**config.mk**
```make
export PLATFORM = sky130hd
export DESIGN_NAME = regfile_scb
export DESIGN_NICKNAME = d
export VERILOG_FILES = /design/src/rtl/regfile_scb.sv
export SDC_FILE = /design/constraint.sdc
export NUM_CORES = 1
export LEC_CHECK = 0
export ABC_AREA = 1
export CAP_MARGIN = 20
export CORE_MARGIN = 2
export CORE_UTILIZATION = 57
export CTS_CLUSTER_DIAMETER = 80
export CTS_CLUSTER_SIZE = 20
export DETAILED_ROUTE_END_ITERATION = 7
export HOLD_SLACK_MARGIN = 0.1
export MAX_ROUTING_LAYER = met4
export PLACE_DENSITY_LB_ADDON = 0.1
export SLEW_MARGIN = 10
export SYNTH_ARGS = -nofsm -noshare
export SYNTH_HDL_FRONTEND = slang
export SYNTH_SLANG_ARGS = --single-unit
```
**constraint.sdc**
```tcl
create_clock -name clk -period 1.7 [get_ports clk]
set_input_delay 0.34 -clock clk [delete_from_list [all_inputs] [get_ports clk]]
set_output_delay 0.34 -clock clk [all_outputs]
set_load 0.02 [all_outputs]
```
**src/rtl/regfile_scb.sv**
```systemverilog
// Register file with 2R/1W ports, write-through bypass and a busy scoreboard.
// Issue logic locks a destination; write-back releases it. stall flags RAW hazards.
module regfile_scb #(
   parameter int DATA_W   = 8,
   parameter int ADDR_W   = 3,
   parameter int ZERO_REG = 1
) (
   input  logic                    clk,
   input  logic                    rst_n,
   input  logic [ADDR_W-1:0]       ra,
   input  logic [ADDR_W-1:0]       rb,
   input  logic                    re,
   output logic [DATA_W-1:0]       a,
   output logic [DATA_W-1:0]       b,
   input  logic                    we,
   input  logic [ADDR_W-1:0]       wa,
   input  logic [DATA_W-1:0]       wd,
   input  logic                    lock_en,
   input  logic [ADDR_W-1:0]       lock_addr,
   output logic                    stall,
   output logic [(2**ADDR_W)-1:0]  busy
);

   localparam int NREG = 2**ADDR_W;

   logic [DATA_W-1:0] mem_q [NREG];
   logic [DATA_W-1:0] mem_d [NREG];
   logic [DATA_W-1:0] a_q, a_d;
   logic [DATA_W-1:0] b_q, b_d;
   logic [NREG-1:0]   busy_q, busy_d;

   function automatic logic is_zero_reg(input logic [ADDR_W-1:0] addr);
      return (ZERO_REG != 0) && (addr == {ADDR_W{1'b0}});
   endfunction

   // Priority: hardwired zero, then same-cycle write-back, then stored value.
   function automatic logic [DATA_W-1:0] read_src(
      input logic [ADDR_W-1:0] addr,
      input logic              wr_en,
      input logic [ADDR_W-1:0] wr_addr,
      input logic [DATA_W-1:0] wr_data,
      input logic [DATA_W-1:0] stored
   );
      logic [DATA_W-1:0] val;
      if (is_zero_reg(addr)) begin
         val = {DATA_W{1'b0}};
      end else if (wr_en && (wr_addr == addr)) begin
         val = wr_data;
      end else begin
         val = stored;
      end
      return val;
   endfunction

   // A register whose producer writes back this cycle is no longer a hazard.
   function automatic logic pending(
      input logic [ADDR_W-1:0] addr,
      input logic [NREG-1:0]   busy_vec,
      input logic              wr_en,
      input logic [ADDR_W-1:0] wr_addr
   );
      return busy_vec[addr] && !(wr_en && (wr_addr == addr));
   endfunction

   // Read port next-state: capture on re, otherwise hold.
   always_comb begin
      a_d = a_q;
      b_d = b_q;
      if (re) begin
         a_d = read_src(ra, we, wa, wd, mem_q[ra]);
         b_d = read_src(rb, we, wa, wd, mem_q[rb]);
      end else begin
         a_d = a_q;
         b_d = b_q;
      end
   end

   // Storage next-state: single write port, register 0 optionally immutable.
   always_comb begin
      for (int i = 0; i < NREG; i++) begin
         mem_d[i] = mem_q[i];
         if (we && (wa == ADDR_W'(i)) && !is_zero_reg(wa)) begin
            mem_d[i] = wd;
         end else begin
            mem_d[i] = mem_q[i];
         end
      end
   end

   // Scoreboard next-state: a lock beats a release on the same register.
   always_comb begin
      busy_d = busy_q;
      for (int i = 0; i < NREG; i++) begin
         if (lock_en && (lock_addr == ADDR_W'(i)) && !is_zero_reg(lock_addr)) begin
            busy_d[i] = 1'b1;
         end else if (we && (wa == ADDR_W'(i))) begin
            busy_d[i] = 1'b0;
         end else begin
            busy_d[i] = busy_q[i];
         end
      end
   end

   // State registers; reset clears storage, read data and scoreboard.
   always_ff @(posedge clk or negedge rst_n) begin
      if (!rst_n) begin
         for (int i = 0; i < NREG; i++) begin
            mem_q[i] <= {DATA_W{1'b0}};
         end
         a_q    <= {DATA_W{1'b0}};
         b_q    <= {DATA_W{1'b0}};
         busy_q <= {NREG{1'b0}};
      end else begin
         for (int i = 0; i < NREG; i++) begin
            mem_q[i] <= mem_d[i];
         end
         a_q    <= a_d;
         b_q    <= b_d;
         busy_q <= busy_d;
      end
   end

   assign stall = re && (pending(ra, busy_q, we, wa) || pending(rb, busy_q, we, wa));
   assign a     = a_q;
   assign b     = b_q;
   assign busy  = busy_q;

endmodule
```
==> results by stage <==
Timing:
- The final worst-path cycle share is 1.03.
- The post-route clock skew is 0.0114 ns.
- The count of pins over their slew limit is 0.
- The setup slack of the critical path after layout is -0.0425 ns.
- The number of hold-slack violations in the final timing report is 0.
- The remaining max-slew budget at the tightest pin is 0.701.
- Setup repair after global routing could not meet its margin everywhere.
- The worst hold margin is 0.394 ns.
- The time the worst path needs with I/O delays and setup is 1.74 ns.
- Setup violations remaining at the end of the flow were counted as 1.
- Derived from the worst setup path, the maximum achievable clock frequency is 0.574 GHz.
- The worst-margin pin slew is 0.448 ns.

Critical path:
- The start point of the critical path is busy[7]$_DFFE_PN0P_.
- The number of cells on the worst reg-to-reg path is 6.
- The setup slack of the worst register-to-register path is 0.46 ns.
- The launch point of the worst reg-to-reg path is mem_q[2]$_DFFE_PN0P_.
- At the worst endpoint, the required time is 1.36 ns.
- The worst setup path is launched from a flop.
- For the worst setup path, the data arrival time is 1.40 ns.
- STA classifies the critical path endpoint as a primary output.
- Of all nets on the critical path, the largest fanout is 3.
- The start-to-end type of the worst setup path is reg -> out.

Global routing:
- The wire length of the first global-routing pass is 25,200 microns.
- The initial antenna violation count was 0.
- The largest net degree at the start of global routing is 38.
- The total global routing overflow is 0.
- The total global-route track usage is 0.381.
- The via count of the first global-routing pass was 4,848.

Floorplan:
- From left edge to right edge, the die measures 96.3 microns.
- The core region is 8220 sq um.
- For this configuration, the core starts out at a cell density of 0.590.
- The floorplan has 33 rows.
- The floorplan die area is 9260 sq um.
- Measured along the y axis, the die boundary spans 96.3 microns.
- 50 I/O pins were placed.

Synthesis:
- The share of synthesized cell area in full adder, half adder and majority cells is 0.
- The cell with the most instances after synthesis is sky130_fd_sc_hd__nand2_1.
- Measured against the total synthesized area, the mux share comes to 0.
- The netlist uses 23 different library cells.
- The fraction of the yosys area taken by sequential cells is 0.454.
- In this run the cell area of the synthesized design comes to 4850 sq um.
- The net count after synthesis is 712.
- The synthesized area per cell is 7.06 sq um.
- The most used flip-flop cell after synthesis is sky130_fd_sc_hd__dfrtp_1.
- In the synthesized netlist, the number of instances is 687.
- The count of flip-flops with a built-in enable after synthesis is 0.
- The Yosys step of the flow raised 0 warnings.
- The share of synthesized registers carrying an async set or reset is 1.00.
- Of the post-synthesis cell area, the dominant cell type holds 0.454.
- The commonest cells after synthesis are sky130_fd_sc_hd__nand2_1 (247), sky130_fd_sc_hd__nand3_1 (134), sky130_fd_sc_hd__dfrtp_1 (88).
- Of the total synthesized cell area, the portion taken by XOR and XNOR cells is 0.
- Of the total synthesized cell area, the portion taken by AND, OR, NAND and NOR gates is 0.360.
- The cell taking the most area after synthesis is sky130_fd_sc_hd__dfrtp_1.
- The fraction of the mapped netlist area in compound gates was 0.103.
- The main combinational cell family by area after synthesis is simple AND/OR/NAND/NOR gates.
- Synthesis inferred 88 register bits.
- After synthesis, the cell types taking the most area are sky130_fd_sc_hd__dfrtp_1 (45%), sky130_fd_sc_hd__nand2_1 (19%), sky130_fd_sc_hd__nand3_1 (14%).

Final layout:
- The sequential cell area is 2200 sq um.
- The number of antenna cells inserted is 0.
- The number of fill cells in the layout is 668.
- The area growth from synthesis to layout is 28.7%.
- The final net count is 813.
- The area occupied by multi-input gates is 2300 sq um.
- In the final layout, the share of cells above drive strength 1 is 0.168.
- The number of non-filler instances in the completed layout is 898.

Power:
- The share of total power in sequential cells is 0.450.
- The switching part of the total power is 0.336.
- The net switching power is 2010 uW.
- The share of total power dissipated in the clock network is 0.274.
- Across the VDD grid, the largest voltage drop is 0.000664 V.
- The part of the total power dissipated in combinational logic is 0.277.
- The leakage component of the power is 0.00333 uW.
- Power spread over the standard cell area amounts to 959 nW/um^2.
- Internal power comes to 3970 uW.

CTS:
- The TritonCTS clock tree is yes.
- The tree is rooted in a sky130_fd_sc_hd__clkbuf_8.
- The clock drives 88 sinks.
- The clock passes through at most 2 buffers.
- The deepest level of the CTS H-tree is 3.
- Clock latency on the worst-skew pair, taken at its later pin, is 0.37 ns.
- In this run, CTS created clock tree buffers numbering 9.
- After clock tree synthesis, the clock-pin slew on the worst setup and hold paths is 0.09 ns.

Route:
- The number of remaining DRC errors is 0.
- The first-iteration detailed-routing DRC count is 650.
- The post-detailed-route wirelength per cell is 18.0 microns.
- The detailed router placed 5,212 vias in this run.
- Dividing the detail-routed via count by the number of cells gives 5.80.
- The total wirelength of the detailed-routed design is 16,200 microns.
- The number of iterations in the first detailed-routing pass is 6.
- The post-detailed-route count of antenna-violating nets is 0.

Outcome:
- The final reports fail on setup timing.
- The run finished, with violations left.

Placement:
- The placement-stage worst setup slack is -0.759 ns.
- The cell count after placement is 877.
- The number of I/O port buffers is 49.
- The detailed placement HPWL is 11,200 microns.
- The weighted congestion at the end of routability-driven global placement is 0.939.

Worst hold path:
- The type of the tightest min-delay check is in -> async.

Run:
- The number of max-cap violations is 0.
final timing paths:
check	to
max	stall
min	busy[3]$_DFFE_PN0P_
max reg2reg	b[2]$_DFFE_PN0P_
min reg2reg	mem_q[63]$_DFFE_PN0P_
max in group asynchronous	mem_q[60]$_DFFE_PN0P_
min in group clk	mem_q[63]$_DFFE_PN0P_
stage by stage:
stage / util / TNS (ns) / power, uW / instance area [sq um]
3_5_place_dp: 0.719 / -11.27 / 4360 / 5910
5_1_grt: 0.760 / -0.114 / 6300 / 6240
4_1_cts: 0.751 / -0.0560 / 5960 / 6170
3_3_place_gp: 0.719 / -9.75 / 4310 / 5910
2_1_floorplan: - / 0 / 3580 / 4850
6_report: 0.760 / -0.0425 / 5990 / 6240
metal layers:
metal	up-vias	part of all wire	wire (microns)	track usage
li1	2417	-	-	-
met1	2392	0.40	6470	0.489
met2	335	0.45	7250	0.591
met3	68	0.11	1810	0.0901
met4	0	0.042	683	0.137
met5	-	0	0	-
power groups by stage:
stage,Combinational (uW),Sequential [uW],Clock [uW]
5_1_grt,1820,2740,1740
3_5_place_dp,1630,2730,0
2_1_floorplan,792,2790,0
4_1_cts,1630,2690,1650
6_report,1660,2690,1640
3_3_place_gp,1590,2710,0
flip-flops by register name (all words and copies together) (netlist names):
register,flops
b,8
busy,8
a,8
mem_q,64
layout make-up:
cell class	count	share of cell area
Inverter	57	0.0347
Tap cell	105	0.0210
Sequential cell	88	0.353
Multi-Input combinational cell	502	0.369
Timing Repair Buffer	130	0.188
Clock inverter	6	0.0148
Clock buffer	10	0.0204
placed cells by master (no fill, tap or decap), drive strengths merged:
| master | count |
|---|---|
| nand2 | 249 |
| nand3 | 134 |
| dfrtp | 88 |
| buf | 83 |
| o21ai | 66 |
| inv | 56 |
| nor2 | 26 |
| a21oi | 21 |
| dlygate4sd2 | 16 |
| dlymetal6s2s | 16 |
| clkdlybuf4s50 | 13 |
| clkbuf | 10 |
| clkinv | 4 |
| a31oi | 3 |
| bufinv | 2 |
| o22ai | 1 |
| o32ai | 1 |
| a32o | 1 |
| clkinvlp | 1 |
| dlygate4sd3 | 1 |
| clkdlybuf4s15 | 1 |
critical path, cell delays in order (launching register included):
cell and delay, ns:
sky130_fd_sc_hd__dfrtp_1 0.40, sky130_fd_sc_hd__inv_1 0.07, sky130_fd_sc_hd__nand2_1 0.06, sky130_fd_sc_hd__nand3_1 0.08, sky130_fd_sc_hd__nand3_2 0.08, sky130_fd_sc_hd__nand3_2 0.07, sky130_fd_sc_hd__a21oi_2 0.13, sky130_fd_sc_hd__buf_4 0.15
timing repair:
| action | in CTS | in global routing |
|---|---|---|
| gates resized for setup | 36 | 27 |
| gates cloned | 1 | 0 |
| hold endpoints to repair | 19 | 0 |
| endpoints found under the setup margin | 9 | 17 |
| pin swaps | 2 | 6 |
| hold buffers | 1 | 0 |
| buffers inserted | 1 | 2 |
kinds of logic after synthesis:
family          Yosys count
compound gates           93
buf+inv                  97
flops                    88
simple gates            409
Note: power is estimated with default switching activity, not from simulation.
